File: src/rtl/rx_pkg.sv
// Shared definitions for the receive stream controller.
//   rx_state_e   : controller FSM states (ACCEPT, DISCARD)
//   RX_DATA_W    : default received byte width
//   RX_ERR_CNT_W : default error counter width
package rx_pkg;

  typedef enum logic {
    ST_ACCEPT  = 1'b0,
    ST_DISCARD = 1'b1
  } rx_state_e;

  localparam int RX_DATA_W    = 8;
  localparam int RX_ERR_CNT_W = 8;

endpackage

File: src/rtl/rx_sync_fifo.sv
// Single-clock FIFO holding received bytes for the downstream consumer.
// Ports:
//   i_clk, i_rst_n : clock, asynchronous active-low reset
//   i_push, i_data : write request and byte
//   i_pop          : remove head (ignored while empty)
//   i_flush        : empty the FIFO; overrides push and pop in the same cycle
//   o_data         : head entry (0 while empty)
//   o_valid        : FIFO non-empty
//   o_full         : FIFO holds DEPTH entries
//   o_fill         : current entry count, 0..DEPTH
module rx_sync_fifo #(
  parameter int DATA_W = 8,
  parameter int DEPTH  = 16
) (
  input  logic                     i_clk,
  input  logic                     i_rst_n,
  input  logic                     i_push,
  input  logic [DATA_W-1:0]        i_data,
  input  logic                     i_pop,
  input  logic                     i_flush,
  output logic [DATA_W-1:0]        o_data,
  output logic                     o_valid,
  output logic                     o_full,
  output logic [$clog2(DEPTH):0]   o_fill
);

  localparam int AW    = $clog2(DEPTH);
  localparam int CNT_W = AW + 1;
  localparam logic [CNT_W-1:0] FULL_CNT = CNT_W'(DEPTH);

  logic [DATA_W-1:0] r_mem [DEPTH];
  logic [AW-1:0]     r_wr_ptr;
  logic [AW-1:0]     r_rd_ptr;
  logic [CNT_W-1:0]  r_count;

  logic w_empty;
  logic w_full;
  logic w_pop;
  logic w_push;

  assign w_empty = (r_count == '0);
  assign w_full  = (r_count == FULL_CNT);
  assign w_pop   = i_pop & ~w_empty;
  // A push into a full FIFO is still legal when the head leaves in the same
  // cycle; the write lands in the slot being vacated.
  assign w_push  = i_push & (~w_full | w_pop);

  // Storage carries no reset: an entry is only observable once counted.
  always_ff @(posedge i_clk) begin
    if (w_push && !i_flush) begin
      r_mem[r_wr_ptr] <= i_data;
    end
  end

  always_ff @(posedge i_clk or negedge i_rst_n) begin
    if (!i_rst_n) begin
      r_wr_ptr <= '0;
      r_rd_ptr <= '0;
      r_count  <= '0;
    end else if (i_flush) begin
      r_wr_ptr <= '0;
      r_rd_ptr <= '0;
      r_count  <= '0;
    end else begin
      if (w_push) begin
        r_wr_ptr <= r_wr_ptr + 1'b1;
      end
      if (w_pop) begin
        r_rd_ptr <= r_rd_ptr + 1'b1;
      end
      case ({w_push, w_pop})
        2'b10:   r_count <= r_count + 1'b1;
        2'b01:   r_count <= r_count - 1'b1;
        default: r_count <= r_count;
      endcase
    end
  end

  // Masking with empty keeps the head at 0 after reset or flush.
  assign o_data  = w_empty ? '0 : r_mem[r_rd_ptr];
  assign o_valid = ~w_empty;
  assign o_full  = w_full;
  assign o_fill  = r_count;

endmodule

File: src/rtl/rx_stream_ctrl.sv
// Receive-side stream controller behind the UART receiver. Good bytes are
// buffered for a valid/ready consumer; a parity error drops the byte and
// discards all traffic until the line has been quiet for GAP_CYCLES clocks.
// Ports:
//   clk, reset       : clock, asynchronous active-low reset
//   received_data    : byte from receiver, qualified by data_is_valid
//   data_is_valid    : one-cycle pulse per received byte
//   rx_error         : parity verdict for the pulsed byte (1 = bad)
//   flush            : empty the FIFO (status and FSM untouched)
//   clear_status     : clear sticky flags and error counter
//   out_data/out_valid/out_ready : consumer stream
//   fill_level       : FIFO entry count
//   overrun          : sticky, good byte lost to a full FIFO
//   parity_err       : sticky, byte arrived with rx_error=1
//   err_count        : saturating count of overruns plus parity errors
//   discarding       : controller is in DISCARD
module rx_stream_ctrl
  import rx_pkg::*;
#(
  parameter int INPUT_DATA_WIDTH = RX_DATA_W,
  parameter int FIFO_DEPTH       = 16,
  parameter int GAP_CYCLES       = 1024,
  parameter int ERR_CNT_WIDTH    = RX_ERR_CNT_W
) (
  input  logic                            clk,
  input  logic                            reset,
  input  logic [INPUT_DATA_WIDTH-1:0]     received_data,
  input  logic                            data_is_valid,
  input  logic                            rx_error,
  input  logic                            flush,
  input  logic                            clear_status,
  output logic [INPUT_DATA_WIDTH-1:0]     out_data,
  output logic                            out_valid,
  input  logic                            out_ready,
  output logic [$clog2(FIFO_DEPTH):0]     fill_level,
  output logic                            overrun,
  output logic                            parity_err,
  output logic [ERR_CNT_WIDTH-1:0]        err_count,
  output logic                            discarding
);

  localparam int GAP_W = $clog2(GAP_CYCLES);
  localparam logic [GAP_W-1:0] GAP_LAST = GAP_W'(GAP_CYCLES - 1);

  function automatic logic [ERR_CNT_WIDTH-1:0] sat_inc(
    input logic [ERR_CNT_WIDTH-1:0] v
  );
    return (&v) ? v : v + 1'b1;
  endfunction

  rx_state_e                r_state;
  logic [GAP_W-1:0]         r_gap;
  logic                     r_discarding;
  logic                     r_overrun;
  logic                     r_parity_err;
  logic [ERR_CNT_WIDTH-1:0] r_err_count;

  logic w_fifo_valid;
  logic w_fifo_full;
  logic w_good;
  logic w_push;
  logic w_ovr_evt;
  logic w_par_evt;
  logic w_err_evt;

  assign w_good    = data_is_valid & ~rx_error & (r_state == ST_ACCEPT);
  assign w_push    = w_good & ~flush;
  // A flushed push is dropped silently; only a genuine full-FIFO loss counts.
  assign w_ovr_evt = w_push & w_fifo_full & ~(w_fifo_valid & out_ready);
  assign w_par_evt = data_is_valid & rx_error;
  assign w_err_evt = w_ovr_evt | w_par_evt;

  rx_sync_fifo #(
    .DATA_W (INPUT_DATA_WIDTH),
    .DEPTH  (FIFO_DEPTH)
  ) u_fifo (
    .i_clk   (clk),
    .i_rst_n (reset),
    .i_push  (w_push),
    .i_data  (received_data),
    .i_pop   (out_ready),
    .i_flush (flush),
    .o_data  (out_data),
    .o_valid (w_fifo_valid),
    .o_full  (w_fifo_full),
    .o_fill  (fill_level)
  );

  // Any byte pulse restarts the quiet-gap measurement; only an uninterrupted
  // run of GAP_CYCLES idle clocks returns the controller to ACCEPT.
  always_ff @(posedge clk or negedge reset) begin
    if (!reset) begin
      r_state      <= ST_ACCEPT;
      r_gap        <= '0;
      r_discarding <= 1'b0;
    end else begin
      case (r_state)
        ST_ACCEPT: begin
          if (w_par_evt) begin
            r_state      <= ST_DISCARD;
            r_gap        <= '0;
            r_discarding <= 1'b1;
          end
        end
        ST_DISCARD: begin
          if (data_is_valid) begin
            r_gap <= '0;
          end else if (r_gap == GAP_LAST) begin
            r_state      <= ST_ACCEPT;
            r_gap        <= '0;
            r_discarding <= 1'b0;
          end else begin
            r_gap <= r_gap + 1'b1;
          end
        end
        default: begin
          r_state      <= ST_ACCEPT;
          r_gap        <= '0;
          r_discarding <= 1'b0;
        end
      endcase
    end
  end

  // An error arriving together with clear_status survives the clear.
  always_ff @(posedge clk or negedge reset) begin
    if (!reset) begin
      r_overrun    <= 1'b0;
      r_parity_err <= 1'b0;
      r_err_count  <= '0;
    end else if (clear_status) begin
      r_overrun    <= w_ovr_evt;
      r_parity_err <= w_par_evt;
      r_err_count  <= w_err_evt ? ERR_CNT_WIDTH'(1) : '0;
    end else begin
      r_overrun    <= r_overrun | w_ovr_evt;
      r_parity_err <= r_parity_err | w_par_evt;
      if (w_err_evt) begin
        r_err_count <= sat_inc(r_err_count);
      end
    end
  end

  assign out_valid  = w_fifo_valid;
  assign overrun    = r_overrun;
  assign parity_err = r_parity_err;
  assign err_count  = r_err_count;
  assign discarding = r_discarding;

endmodule

File: config.mk
export PLATFORM = sky130hd
export DESIGN_NAME = rx_stream_ctrl
export DESIGN_NICKNAME = d
export VERILOG_FILES = /design/src/rtl/rx_pkg.sv /design/src/rtl/rx_sync_fifo.sv /design/src/rtl/rx_stream_ctrl.sv
export SDC_FILE = /design/constraint.sdc
export NUM_CORES = 1
export LEC_CHECK = 0
export BUFFER_PORTS_ARGS = -buffer_cell sky130_fd_sc_hd__buf_2
export CAP_MARGIN = 20
export CELL_PAD_IN_SITES_DETAIL_PLACEMENT = 0
export CELL_PAD_IN_SITES_GLOBAL_PLACEMENT = 1
export CORE_UTILIZATION = 52
export CTS_CLUSTER_SIZE = 8
export DETAILED_ROUTE_END_ITERATION = 12
export GPL_ROUTABILITY_DRIVEN = 0
export GPL_TIMING_DRIVEN = 0
export PLACE_DENSITY = 0.92
export REMOVE_ABC_BUFFERS = 1
export SETUP_SLACK_MARGIN = 0.2
export SLEW_MARGIN = 20
export SYNTH_ARGS = -nofsm -noshare
export SYNTH_HDL_FRONTEND = slang
export SYNTH_HIERARCHICAL = 1
export SYNTH_SLANG_ARGS = --single-unit
File: constraint.sdc
create_clock -name clk -period 3 [get_ports clk]
set_input_delay 0.6 -clock clk [delete_from_list [all_inputs] [get_ports clk]]
set_output_delay 0.6 -clock clk [all_outputs]
set_load 0.05 [all_outputs]
==> PnR_summary.wiki <==
{| class="wikitable"
! Metric !! Value
|-
| Pre-CTS setup slack || -0.510 ns
|-
| Hold-fix buffers, CTS || 0
|-
| Post-synthesis cell count || 441
|-
| IO Count || 40
|-
| Post-layout net count || 512
|-
| Tightest Hold Check Type || primary input to asynchronous set/reset pin
|-
| Die span in y || about 120 um
|-
| Worst clock skew || between 0.008 and 0.009 ns
|-
| Crit Path Category || register to primary output
|-
| Max capacitance violation total || 0
|-
| Slew at the pin closest to its max-slew limit || 0.907 ns
|-
| Layout overhead on the synthesized area || 17.2%
|-
| Arrival time of the worst setup path || 2.15 ns
|-
| GRT met2 Usage || 0.373
|-
| Setup total negative slack || 0 ns
|-
| Routed wire length || roughly 14 mm
|-
| Post-Route Utilization || 0.625
|-
| All-layer global routing usage || 0.216
|-
| Cell area after synthesis || between 7000 and 8000 um2
|-
| Die boundary width || about 120 um
|-
| TritonCTS clock tree || done
|-
| Detailed Place HPWL || between 8 and 9 mm
|-
| Number of global-route vias before repair || around 4,200
|-
| Cell chosen for the clock root || sky130_fd_sc_hd__clkbuf_16
|-
| Portion of the post-synthesis area used by sequential elements || 0.669
|-
| Effective utilization at floorplan || 0.533
|-
| Number of sinks driven by the clock tree || 163
|-
| Detailed-route wire length per cell || 20.8 um
|-
| Total via count after detailed routing || 4,045
|-
| Post-synth ARST share || 0.215
|-
| Layout fillers || between 900 and 1,000
|-
| DRC violation total after the first TritonRoute iteration || 320
|-
| Fmax || about 0.36 GHz
|-
| Post-placement cell area || around 7400 um2
|-
| Power Total || approximately 7 mW
|-
| Cell area power density || ~850 nW/um2
|-
| Clock tree buffer depth || 2
|-
| Slew HR || 0.393
|-
| Placement Rows || between 40 and 50
|-
| Instance count after placement with tap cells included || 637
|-
| Number of max-slew violations in the final report || 0
|-
| Number of search-and-repair iterations in the first detailed-routing pass || 4
|-
| Design Area, Final || 8280 um2
|-
| Max rail drop VDD || around 0.00047 V
|-
| Dominant synthesized flop cell || sky130_fd_sc_hd__edfxtp_1
|-
| Residual overflow from global routing || 0
|-
| Highest-utilization routing layer at the global route stage || met2
|-
| Outcome || finished clean
|-
| Grt met1 use || 0.267
|-
| Count of flip-flops with a built-in enable after synthesis || about 130
|-
| Core Region || between 10,000 and 15,000 um2
|-
| RSZ-0062 raised after global routing || true
|-
| Setup slack after layout || about 0.25 ns
|-
| Total DRC errors in the routed layout || 0
|-
| Endpoint required time on the critical path || between 2 and 2.5 ns
|-
| Area taken by multi-input logic gates || 2330 um2
|-
| Fin Hold WS || between 0.2 and 0.3 ns
|-
| H-tree levels || 4
|-
| Clk slew on worst S/H paths || 0.06 ns
|-
| Diodes inserted || 0
|-
| Clock insertion delay at the later pin of the skew report || between 0.4 and 0.5 ns
|-
| Maximum fanout along the worst path || 12
|-
| Via-per-instance ratio || ~6
|-
| Post-route fraction of the period consumed by the critical path || 0.918
|-
| Critical Path Source Type || register
|-
| Global-route wire length before repair || approximately 22 mm
|-
| Die Footprint || 14,000 um2
|-
| Residual antenna-violating net count after detailed routing || 0
|-
| Endpoint class of the critical path || primary output
|-
| Largest net degree at the start of global routing || 36
|-
| Port Buf Inserts || 39
|-
| Final hold violation count || 0
|-
| M3 GR Usage || 0.0569
|-
| Synth warn || 6
|-
| Fraction of layout cells with a size suffix above 1 || 0.285
|-
| Antenna violations before repair || 0
|-
| Pleak || 2.83 nW
|-
| Final cell count without fillers || 675
|-
| Post-route minimum period || between 2 and 3 ns
|-
| Count of unique library cells instantiated by Yosys || 56
|-
| Per-instance average area after synthesis || ~16 um2
|-
| Count of state elements after synthesis || about 160
|-
| Storage element area || around 4700 um2
|-
| Number of setup violations in the final report || 0
|-
| CTS Buf Count || 17
|}
==> state kept, by name, summed over array words and instances (netlist names) <==
| signal | count |
|---|---|
| u_fifo/o_fill | 5 |
| u_fifo/r_rd_ptr | 4 |
| u_fifo/r_wr_ptr | 4 |
| r_gap | 10 |
| parity_err | 1 |
| r_state | 1 |
| err_count | 8 |
| discarding | 1 |
| overrun | 1 |
| u_fifo/r_mem | 128 |
==> final cells by class <==
| type | count | area share |
|---|---|---|
| clock inverter | 13 | 0.0249 |
| inverter | 15 | 0.00680 |
| sequential | 163 | 0.571 |
| tap | 176 | 0.0266 |
| multi-input combinational | 243 | 0.282 |
| clock buffer | 19 | 0.0523 |
| timing repair buffer | 46 | 0.0361 |
==> cells by family after synthesis <==
kind of cell	after synthesis	share of synthesized area
buffers and inverters	35	0.0236
AOI/OAI and AO/OA	68	0.0725
xor gates and xnor gates	7	0.00869
and+or+nand+nor	105	0.0752
DFF	163	0.669
muxes	52	0.131
adders and majority gates	11	0.0206
==> timing repair <==
action,4_1_cts,5_1_grt
pin swaps,1,2
buffers inserted,4,2
endpoints found under the setup margin,105,9
resized for setup,34,12
==> worst max-delay path, cell delays in order, from the launching register on <==
cell and delay, ns:
sky130_fd_sc_hd__dfrtp_4 0.46, sky130_fd_sc_hd__buf_12 0.17, sky130_fd_sc_hd__mux4_2 0.53, sky130_fd_sc_hd__mux2i_2 0.21, sky130_fd_sc_hd__o22ai_1 0.15, sky130_fd_sc_hd__buf_4 0.21
==> placed cells by master, fill, tap and decap left out, drive strengths merged, types with 3 or more instances in the layout <==
cell type,instances
nand2b,3
nor3,7
nor2b,6
o22ai,8
ha,10
o21ai,10
edfxtp,128
clkinv,5
bufinv,5
inv,17
nand3,11
and3,3
buf,45
or3,4
or4,3
dfrtp,35
nor4,3
nor2,34
nand4,4
xnor2,4
clkbuf,20
a21oi,14
o31ai,3
mux4,32
mux2i,18
xor2,3
o211ai,6
nand2,20
and4,3
o41ai,4
a31oi,3
==> where the power goes <==
| part | switching [mW] | internal, mW |
|---|---|---|
| sequential | 0.103 | 2.49 |
| combinational | 1.31 | 0.802 |
| clock | 0.857 | 1.48 |
| total | 2.28 | 4.77 |
==> layer usage <==
layer  up-vias  wire length [um]  share of wire
li1       1845                 -              -
met4         0               203          0.014
met2       105              7390           0.53
met5         -                 0              0
met3        20               640          0.046
met1      2075              5790           0.41
==> worst paths after layout <==
check	from	end	slack (ns)	cells after the start
min reg2reg	overrun	overrun	0.50	1
min in group clk	clear_status	err_count[4]	0.46	2
min	reset	err_count[6]	0.27	1
max	u_fifo/r_rd_ptr[0]	out_data[5]	0.25	5
max reg2reg	u_fifo/o_fill[2]	u_fifo/o_fill[4]	0.32	8
max in group asynchronous	reset	u_fifo/r_rd_ptr[0]	2.11	1
==> Yosys cell counts, types with 4 or more instances <==
cell                       instances  area (um2)
sky130_fd_sc_hd__a21oi_1          14        70.1
sky130_fd_sc_hd__nand2_1          20        75.1
sky130_fd_sc_hd__dfrtp_1          35         876
sky130_fd_sc_hd__o211ai_1          4        30.0
sky130_fd_sc_hd__ha_1             10         125
sky130_fd_sc_hd__nand4_1           4        25.0
sky130_fd_sc_hd__nor2_1           34         128
sky130_fd_sc_hd__buf_2             7        35.0
sky130_fd_sc_hd__o22ai_1           8        50.1
sky130_fd_sc_hd__mux4_2           32         721
sky130_fd_sc_hd__clkbuf_1          8        30.0
sky130_fd_sc_hd__inv_1            14        52.6
sky130_fd_sc_hd__nand3_1          11        55.1
sky130_fd_sc_hd__o21ai_0           9        45.0
sky130_fd_sc_hd__edfxtp_1        128        3840
sky130_fd_sc_hd__xnor2_1           4        35.0
sky130_fd_sc_hd__nor2b_1           6        37.5
sky130_fd_sc_hd__mux2i_1          18         180
sky130_fd_sc_hd__or3_1             4        25.0
sky130_fd_sc_hd__nor3_1            7        35.0
(Power assumes the default switching activity.)
